<file path="src/rtl/counter_sequencer_if.sv">
// -----------------------------------------------------------------------------
// counter_sequencer_if
// Bundles every signal between the counter sequencer, its two clients and the
// shared 4-bit loadable counter. clk and rst are plain ports on the sequencer.
//
//   Client side  : req[1:0], start0/end0, start1/end1, hold      (to sequencer)
//                  grant[1:0], busy, done, done_id               (from sequencer)
//   Counter side : cnt_q                                         (to sequencer)
//                  cnt_enb, cnt_modo, cnt_data                   (from sequencer)
//
// Modports:
//   master : the environment (clients plus counter), drives the requests and Q
//   slave  : the sequencer itself
// -----------------------------------------------------------------------------
interface counter_sequencer_if #(
  parameter int CNT_W = 4
);
  logic [1:0]       req;
  logic [CNT_W-1:0] start0;
  logic [CNT_W-1:0] end0;
  logic [CNT_W-1:0] start1;
  logic [CNT_W-1:0] end1;
  logic             hold;
  logic [CNT_W-1:0] cnt_q;
  logic             cnt_enb;
  logic             cnt_modo;
  logic [CNT_W-1:0] cnt_data;
  logic [1:0]       grant;
  logic             busy;
  logic             done;
  logic             done_id;

  modport master (
    output req, start0, end0, start1, end1, hold, cnt_q,
    input  cnt_enb, cnt_modo, cnt_data, grant, busy, done, done_id
  );

  modport slave (
    input  req, start0, end0, start1, end1, hold, cnt_q,
    output cnt_enb, cnt_modo, cnt_data, grant, busy, done, done_id
  );
endinterface

</file>
<file path="src/rtl/counter_sequencer.sv">
// -----------------------------------------------------------------------------
// counter_sequencer
// Shares one loadable counter between two clients. A round-robin arbiter picks
// a winner in IDLE, the winner's start value is parallel-loaded into the
// counter (LOAD), the counter is then enabled until its Q equals the winner's
// end value (RUN), and a one-cycle done pulse closes the run (DONE). Dropping
// the owner's req in LOAD or RUN aborts the run without a done pulse.
//
// Ports:
//   clk  : system clock, rising edge
//   rst  : asynchronous reset, active low
//   bus  : counter_sequencer_if.slave (client requests/results, counter pins)
//
// All outputs are decoded from registered state plus cnt_q, hold and req.
// The counter itself is never reset from here; it keeps its value on reset.
// -----------------------------------------------------------------------------
module counter_sequencer #(
  parameter int CNT_W = 4
) (
  input  logic                clk,
  input  logic                rst,
  counter_sequencer_if.slave  bus
);

  typedef enum logic [1:0] {
    IDLE = 2'd0,
    LOAD = 2'd1,
    RUN  = 2'd2,
    DONE = 2'd3
  } state_e;

  state_e           state_q, state_d;
  logic             id_q, id_d;          // current owner
  logic             last_id_q, last_id_d;// owner of the last finished/aborted run
  logic [CNT_W-1:0] start_lat_q, start_lat_d;
  logic [CNT_W-1:0] end_lat_q, end_lat_d;

  logic owner_req;
  logic at_end;

  assign owner_req = bus.req[id_q];
  assign at_end    = (bus.cnt_q == end_lat_q);

  // ---------------------------------------------------------------------------
  // State register
  // ---------------------------------------------------------------------------
  // NOTE: sequential state uses non-blocking assignments only, so every
  // register samples the pre-edge value of every other register.
  always_ff @(posedge clk or negedge rst) begin
    if (!rst) begin
      state_q     <= IDLE;
      id_q        <= 1'b0;
      last_id_q   <= 1'b1;   // client 0 wins the first contention
      start_lat_q <= '0;
      end_lat_q   <= '0;
    end else begin
      state_q     <= state_d;
      id_q        <= id_d;
      last_id_q   <= last_id_d;
      start_lat_q <= start_lat_d;
      end_lat_q   <= end_lat_d;
    end
  end

  // ---------------------------------------------------------------------------
  // Next-state logic
  // ---------------------------------------------------------------------------
  // NOTE: every signal written here gets a default first, so no path through
  // the case can leave one unassigned and infer a latch.
  always_comb begin
    state_d     = state_q;
    id_d        = id_q;
    last_id_d   = last_id_q;
    start_lat_d = start_lat_q;
    end_lat_d   = end_lat_q;

    case (state_q)
      IDLE: begin
        if (|bus.req) begin
          case (bus.req)
            2'b01:   id_d = 1'b0;
            2'b10:   id_d = 1'b1;
            default: id_d = ~last_id_q;   // both requesting: round-robin
          endcase
          // NOTE: blocking assignment inside combinational logic, so the
          // freshly chosen id_d is visible to the operand select below.
          start_lat_d = id_d ? bus.start1 : bus.start0;
          end_lat_d   = id_d ? bus.end1   : bus.end0;
          state_d     = LOAD;
        end
      end

      LOAD: begin
        if (!owner_req) begin
          state_d   = IDLE;
          last_id_d = id_q;
        end else begin
          state_d = RUN;
        end
      end

      RUN: begin
        if (!owner_req) begin
          state_d   = IDLE;
          last_id_d = id_q;
        end else if (at_end) begin
          state_d = DONE;
        end
      end

      DONE: begin
        state_d   = IDLE;
        last_id_d = id_q;
      end

      default: state_d = IDLE;
    endcase
  end

  // ---------------------------------------------------------------------------
  // Output decode
  // ---------------------------------------------------------------------------
  always_comb begin
    bus.cnt_enb  = 1'b0;
    bus.cnt_modo = 1'b0;
    bus.cnt_data = '0;
    bus.grant    = 2'b00;
    bus.busy     = 1'b0;
    bus.done     = 1'b0;
    bus.done_id  = 1'b0;

    if (state_q != IDLE) begin
      bus.grant = id_q ? 2'b10 : 2'b01;
      bus.busy  = 1'b1;
    end

    case (state_q)
      LOAD: begin
        // An owner that withdraws in LOAD never gets the load applied.
        bus.cnt_enb  = owner_req;
        bus.cnt_modo = 1'b1;
        bus.cnt_data = start_lat_q;
      end
      RUN: begin
        // Stop counting on the terminal value, on pause, or on withdrawal.
        bus.cnt_enb = owner_req & ~at_end & ~bus.hold;
      end
      DONE: begin
        bus.done    = 1'b1;
        bus.done_id = id_q;
      end
      default: ;
    endcase
  end

endmodule

</file>
<file path="src/flat_wrapper.sv">
// flat-port wrapper written by rule: the top's interface ports become plain ports
module counter_sequencer_flat 
#(
  parameter int CNT_W = 4
)
  (clk, rst, bus_req, bus_start0, bus_end0, bus_start1, bus_end1, bus_hold, bus_cnt_q, bus_cnt_enb, bus_cnt_modo, bus_cnt_data, bus_grant, bus_busy, bus_done, bus_done_id);
  counter_sequencer_if #(.CNT_W(CNT_W)) bus_i ();
  input  logic clk;
  input  logic rst;
  input wire logic [$bits(bus_i.req)-1:0] bus_req;
  input wire logic [$bits(bus_i.start0)-1:0] bus_start0;
  input wire logic [$bits(bus_i.end0)-1:0] bus_end0;
  input wire logic [$bits(bus_i.start1)-1:0] bus_start1;
  input wire logic [$bits(bus_i.end1)-1:0] bus_end1;
  input wire logic [$bits(bus_i.hold)-1:0] bus_hold;
  input wire logic [$bits(bus_i.cnt_q)-1:0] bus_cnt_q;
  output wire logic [$bits(bus_i.cnt_enb)-1:0] bus_cnt_enb;
  output wire logic [$bits(bus_i.cnt_modo)-1:0] bus_cnt_modo;
  output wire logic [$bits(bus_i.cnt_data)-1:0] bus_cnt_data;
  output wire logic [$bits(bus_i.grant)-1:0] bus_grant;
  output wire logic [$bits(bus_i.busy)-1:0] bus_busy;
  output wire logic [$bits(bus_i.done)-1:0] bus_done;
  output wire logic [$bits(bus_i.done_id)-1:0] bus_done_id;
  assign bus_i.req = bus_req;
  assign bus_i.start0 = bus_start0;
  assign bus_i.end0 = bus_end0;
  assign bus_i.start1 = bus_start1;
  assign bus_i.end1 = bus_end1;
  assign bus_i.hold = bus_hold;
  assign bus_i.cnt_q = bus_cnt_q;
  assign bus_cnt_enb = bus_i.cnt_enb;
  assign bus_cnt_modo = bus_i.cnt_modo;
  assign bus_cnt_data = bus_i.cnt_data;
  assign bus_grant = bus_i.grant;
  assign bus_busy = bus_i.busy;
  assign bus_done = bus_i.done;
  assign bus_done_id = bus_i.done_id;
  counter_sequencer #(.CNT_W(CNT_W)) u_core (.clk(clk), .rst(rst), .bus(bus_i));
endmodule
</file>
<file path="config.mk">
export PLATFORM = sky130hd
export DESIGN_NAME = counter_sequencer_flat
export DESIGN_NICKNAME = d
export VERILOG_FILES = /design/src/rtl/counter_sequencer_if.sv /design/src/rtl/counter_sequencer.sv /design/src/flat_wrapper.sv
export SDC_FILE = /design/constraint.sdc
export NUM_CORES = 1
export LEC_CHECK = 0
export ABC_AREA = 0
export CORE_ASPECT_RATIO = 1.1
export CORE_MARGIN = 8
export CORE_UTILIZATION = 35
export CTS_CLUSTER_DIAMETER = 100
export DETAILED_ROUTE_END_ITERATION = 6
export HOLD_SLACK_MARGIN = 0.12
export PLACE_DENSITY = 0.72
export SYNTH_ARGS = -nofsm -noshare
export SYNTH_HDL_FRONTEND = slang
export SYNTH_SLANG_ARGS = --single-unit
</file>
<file path="constraint.sdc">
create_clock -name clk -period 1.5 [get_ports clk]
set_clock_uncertainty 0.05 [all_clocks]
set_input_delay 0.3 -clock clk [delete_from_list [all_inputs] [get_ports clk]]
set_output_delay 0.3 -clock clk [all_outputs]
set_load 0.01 [all_outputs]
</file>
# Word level (Yosys, flattened, before mapping)
# Cells that the tools add are included.
[classes] n_reduce_logical=8 magnitude_cmp=1 n_eq_ne=9 n_mux=22 bitwise=5
[op_table] cell="2-bit 2-to-1 mux" n=6
[op_table] cell="4-bit 2-to-1 mux" n=3
[op_table] cell="1-bit 2-to-1 mux" n=9
[op_table] cell="2-bit one-hot mux with 4 select lines" n=1
[op_table] cell="2-bit == test (second input constant)" n=3
[op_table] cell="1-bit one-hot mux with 2 select lines" n=3
[op_table] cell="2-bit AND reduction" n=3
[op_table] cell="2-bit by 1-bit == test with 1-bit output (second input constant)" n=2
[op_table] cell="4-bit == test" n=1
[op_table] cell="2-bit nonzero test" n=2
[op_table] cell="2-bit OR reduction" n=2
[op_table] cell="3-bit inequality test (second input constant)" n=1
[op_table] cell="1-bit inverter" n=3
[op_table] cell="1-bit AND" n=2
[op_table] cell="2-bit logical NOT" n=1
[op_table] cell="1-bit by 2-bit less-than comparator with 1-bit output (second input constant)" n=1
[op_table] cell="2-bit by 1-bit inequality test with 1-bit output (second input constant)" n=1
[op_table] cell="2-bit inequality test (second input constant)" n=1
[word_totals] regBits=12 input_bits=25 out_inout_bits=11

# Logic depth before layout (Yosys ltp)
[logic_depth] word_depth=5 depth_mapped=7

# Least setup slack after synthesis
# OpenSTA, ideal clock, no wires.
[synth_path] kind="input to register" from="input bus_req[0]" to="register u_core.start_lat_q[1]" setup_ns=0.120 path_buffers=0 path_stages=5 arrival_time_ns=1.367 required_ns=1.330 slack_ns=-0.038 cell_sequence="inv_1 > ha_1 > mux2i_4 > mux2i_1 > o21ai_2"
[synth_via] elab_chain_cells=5 word_cells_on_any_way=8 classes_between="2 x eq/ne; 4 x mux; 2 x reduce/logical"
[synth_rtl] element="start, declared" line_no="flat_wrapper.sv:10" text="input wire logic [$bits(bus_i.req)-1:0] bus_req;"
[synth_rtl] element="2-bit == test / 2-bit by 1-bit == test with 1-bit output (equally long branches)" line_no="counter_sequencer.sv:80" text="case (bus.req)"
[synth_rtl] element="1-bit one-hot mux with 2 select lines" line_no="counter_sequencer.sv:80"
[synth_rtl] element="1-bit 2-to-1 mux" line_no="counter_sequencer.sv:79" text="if (|bus.req) begin"
[synth_rtl] element="1-bit 2-to-1 mux" line_no="counter_sequencer.sv:77" text="case (state_q)"
[synth_rtl] element="4-bit 2-to-1 mux" line_no="counter_sequencer.sv:87" text="start_lat_d = id_d ? bus.start1 : bus.start0;"
[synth_rtl] element="end signal, assigned" line_no="counter_sequencer.sv:60" text="start_lat_q <= start_lat_d;"
[synth_rtl] element="end, declared" line_no="counter_sequencer.sv:35" text="logic [CNT_W-1:0] start_lat_q, start_lat_d;"
# Several ways; a longest one is shown, not always the timed one. The select of a mux whose other input is x is not followed.
# A chain may end at the register's enable or synchronous reset.

# Worst setup path after layout
[layout_path] from="register u_core.state_q[1]" to="output bus_cnt_enb"
[layout_via] elab_chain_cells=2 word_cells_on_any_way=3 classes_between="2 x eq/ne; 1 x mux"
[layout_rtl] element="start, declared" line_no="counter_sequencer.sv:32" text="state_e state_q, state_d;"
[layout_rtl] element="start signal, assigned" line_no="counter_sequencer.sv:57" text="state_q <= state_d;"
[layout_rtl] element="2-bit == test / 2-bit by 1-bit == test with 1-bit output (equally long branches)" line_no="counter_sequencer.sv:137" text="case (state_q)"
[layout_rtl] element="1-bit one-hot mux with 2 select lines (*)" line_no="counter_sequencer.sv:137"
[layout_rtl] element="end, declared" line_no="flat_wrapper.sv:17" text="output wire logic [$bits(bus_i.cnt_enb)-1:0] bus_cnt_enb;"
# Every way passes the cells marked *; elsewhere a longest branch is shown, timed or not.

==> flow_summary.yaml <==
outcome:
  outcome: "complete, but fails checks"
  violations: "setup timing"
logic_synthesis:
  synth_area_leaders: "dfrtp_1, mux2i_1, ha_1"
  yosysSeqAreaShare_pct: 37.5
  syn_inst: 82
  synth_nets: 113
  avgSynthCellArea_sq_um: 9.81
  yosys_warnings: 0
  ys_ff_latch: 12
  netlist_area_sq_um: 805
  synth_cell_types: 30
  synth_top_cell_by_area: "dfrtp_1"
  synth_top_area_share_pct: 34.2
sta:
  setup_violations: 17
  post-route-min-period_ns: 1.85
  min_period_over_period_pct: 123
  slew-limit-headroom_pct: 81.9
  maxSlewViolCount: 0
  tightest_slew_ns: 0.266
  finalHoldViolCount: 0
  setup_ws_ns: -0.351
  max_freq_mhz: 540
  rsz0062_at_grt: "yes"
cts:
  h-tree-depth: 1
  cts_hold_buf: 0
  cts_tree: "yes"
  numCtsBuffers: 3
  root_buffer: "clkbuf_4"
  clk_pin_slew_ns: 0.09
  clockBufferDepth: 2
  clock_latency_ns: 0.28
  cts_num_sinks: 12
global_routing:
  grt_pass1_wl_microns: 4260
  grt_overflow: 0
  antenna_found_initial: 0
  grt_pass1_vias: 910
  grt_start_max_net_pins: 13
  grt_usage_pct: 13.6
power_and_ir_drop:
  powerDensity_nw_per_um2: 2100
  vdd_drop_max_mv: 1.37
  leakage_nw: 0.768
  power_mw: 3.54
detailed_routing:
  wl_per_cell_microns: 17.4
  drtPass1Iterations: 4
  vias: 871
  routed_wl_microns: 3060
  drt_first_iter_violations: 26
  drcViolationCount: 0
  antenna_left: 0
  vias_per_cell: 4.95
setup_path:
  arrival_ns: 1.50
  crit_type: "flip-flop to primary output"
  critPathCaptureType: "primary output"
  path_max_fanout: 3
  crit_required_ns: 1.15
  start_kind: "flip-flop"
cells_and_area:
  num-fill-cells: 143
  drive_above_1_share_pct: 57.5
  nets: 178
  diodes: 0
  area_delta_synth_final_pct: 110
  fin_cells: 176
floorplan:
  start_util_pct: 36.5
  num_rows: 18
  die-area_sq_um: 4090
  die_y_microns: 66.3
  fp.coreArea_sq_um: 2210
  io_pins: 36
  die_w_microns: 61.7
flow_run:
  drv_cap: 0
placed_design:
  dp_slack_ns: -0.686
  io_buffers: 35
  place_congestion: 0.801
  hpwl_microns: 1850
  place_inst: 160
worst_hold_path:
  min_path_type: "input pin to asynchronous set/reset pin"
-- area by class of cell --
| type | count | area [sq um] | area share [%] |
|---|---|---|---|
| clock buffers | 4 | 36.3 | 2.15 |
| well taps | 30 | 37.5 | 2.23 |
| inverters | 6 | 22.5 | 1.34 |
| flip-flops and latches | 12 | 302 | 17.9 |
| multi-input cells | 62 | 659 | 39.1 |
| repair buffers | 62 | 629 | 37.3 |
-- cell families after synthesis --
group	after synthesis	share of synthesized area, %
simple gates	25	16.0
compound gates	17	14.3
flops	12	37.5
mux	10	14.5
buf+inv	8	4.04
fa+ha+maj	6	9.33
xor+xnor	4	4.35
-- critical path: stages, from the launching register on --
cell,delay [ns]
dfrtp_1,0.43
buf_6,0.14
ha_4,0.13
nor2b_4,0.14
nand3b_1,0.09
a21boi_1,0.14
buf_2,0.15
-- layout by cell type, fill, tap and decap left out, types with 3 or more instances in the layout --
| cell type | synthesis | routed |
|---|---|---|
| and2_4 | 0 | 4 |
| buf_2 | 1 | 7 |
| buf_4 | 0 | 14 |
| buf_6 | 0 | 15 |
| clkbuf_4 | 0 | 3 |
| clkdlybuf4s50_1 | 0 | 21 |
| dfrtp_1 | 11 | 11 |
| ha_4 | 0 | 4 |
| inv_2 | 1 | 5 |
| mux2i_1 | 8 | 5 |
| mux2i_4 | 1 | 3 |
| nand2_2 | 0 | 3 |
| nand2_4 | 0 | 6 |
| o21ai_1 | 6 | 4 |
| o21ai_2 | 2 | 5 |
| xnor2_1 | 4 | 4 |
-- state kept, by name, indices dropped and copies added, names as in the netlist --
register and cells:
u_core.id_q 1, u_core.state_q 2, u_core.start_lat_q 4, u_core.end_lat_q 4, u_core.last_id_q 1
-- Yosys cell counts, drive strengths merged --
master	instances
dfstp	1
and2	5
o21ai	9
a22o	1
a2111oi	1
o22ai	1
a21oi	2
nor3	1
a211oi	1
clkbuf	1
dfrtp	11
nand4	1
buf	1
nor2b	2
nor2	3
inv	6
nand2	9
mux2i	10
ha	6
xnor2	4
nand2b	3
a21o	1
a21boi	1
nand3b	1
-- through the flow --
stage / hold slack [ns] / cell area [sq um] / TNS (ns) / utilization, %
floorplan: -0.0456 / 817 / 0 / -
global placement: 0.404 / 1330 / -8.41 / 60.4
detailed placement: 0.410 / 1330 / -9.05 / 60.4
CTS: 0.256 / 1470 / -1.50 / 66.4
global route: 0.242 / 1690 / -3.58 / 76.4
finish: 0.260 / 1690 / -2.44 / 76.4
-- report_power, final --
part | leakage [nW] | internal (mW) | switching (mW)
Clock | 0.0210 | 0.147 | 0.119
Combinational | 0.601 | 1.48 | 1.11
Sequential | 0.146 | 0.495 | 0.179
Total | 0.768 | 2.13 | 1.41
-- repair_timing --
item / CTS / global route
resized for setup: 70 / 46
cloned: 2 / 2
pin swaps: 3 / 18
buffers inserted: 4 / 9
setup endpoints to repair: 22 / 22
-- metal layers --
metal | GRT usage, % | vias to the layer above | part of all wire [%]
li1 | - | 410 | -
met1 | 14.0 | 434 | 39
met2 | 25.9 | 25 | 55
met3 | 4.28 | 2 | 5.6
met4 | 1.71 | 0 | 0.33
met5 | 0 | - | 0
-- final timing paths --
path                            depth (start not counted)                   from                     to  slack [ns]
max in group asynchronous                               2                    rst       u_core.last_id_q        0.91
worst max register to register                          7      u_core.state_q[1]      u_core.state_q[1]       -0.16
worst max-delay path                                    6      u_core.state_q[1]            bus_cnt_enb       -0.35
worst min-delay path                                    2                    rst    u_core.end_lat_q[0]        0.26
worst min register to register                          2  u_core.start_lat_q[3]  u_core.start_lat_q[3]        0.47
min in group clk                                        3             bus_req[0]       u_core.last_id_q        0.34
No activity file was read; power rests on OpenSTA's default activity.
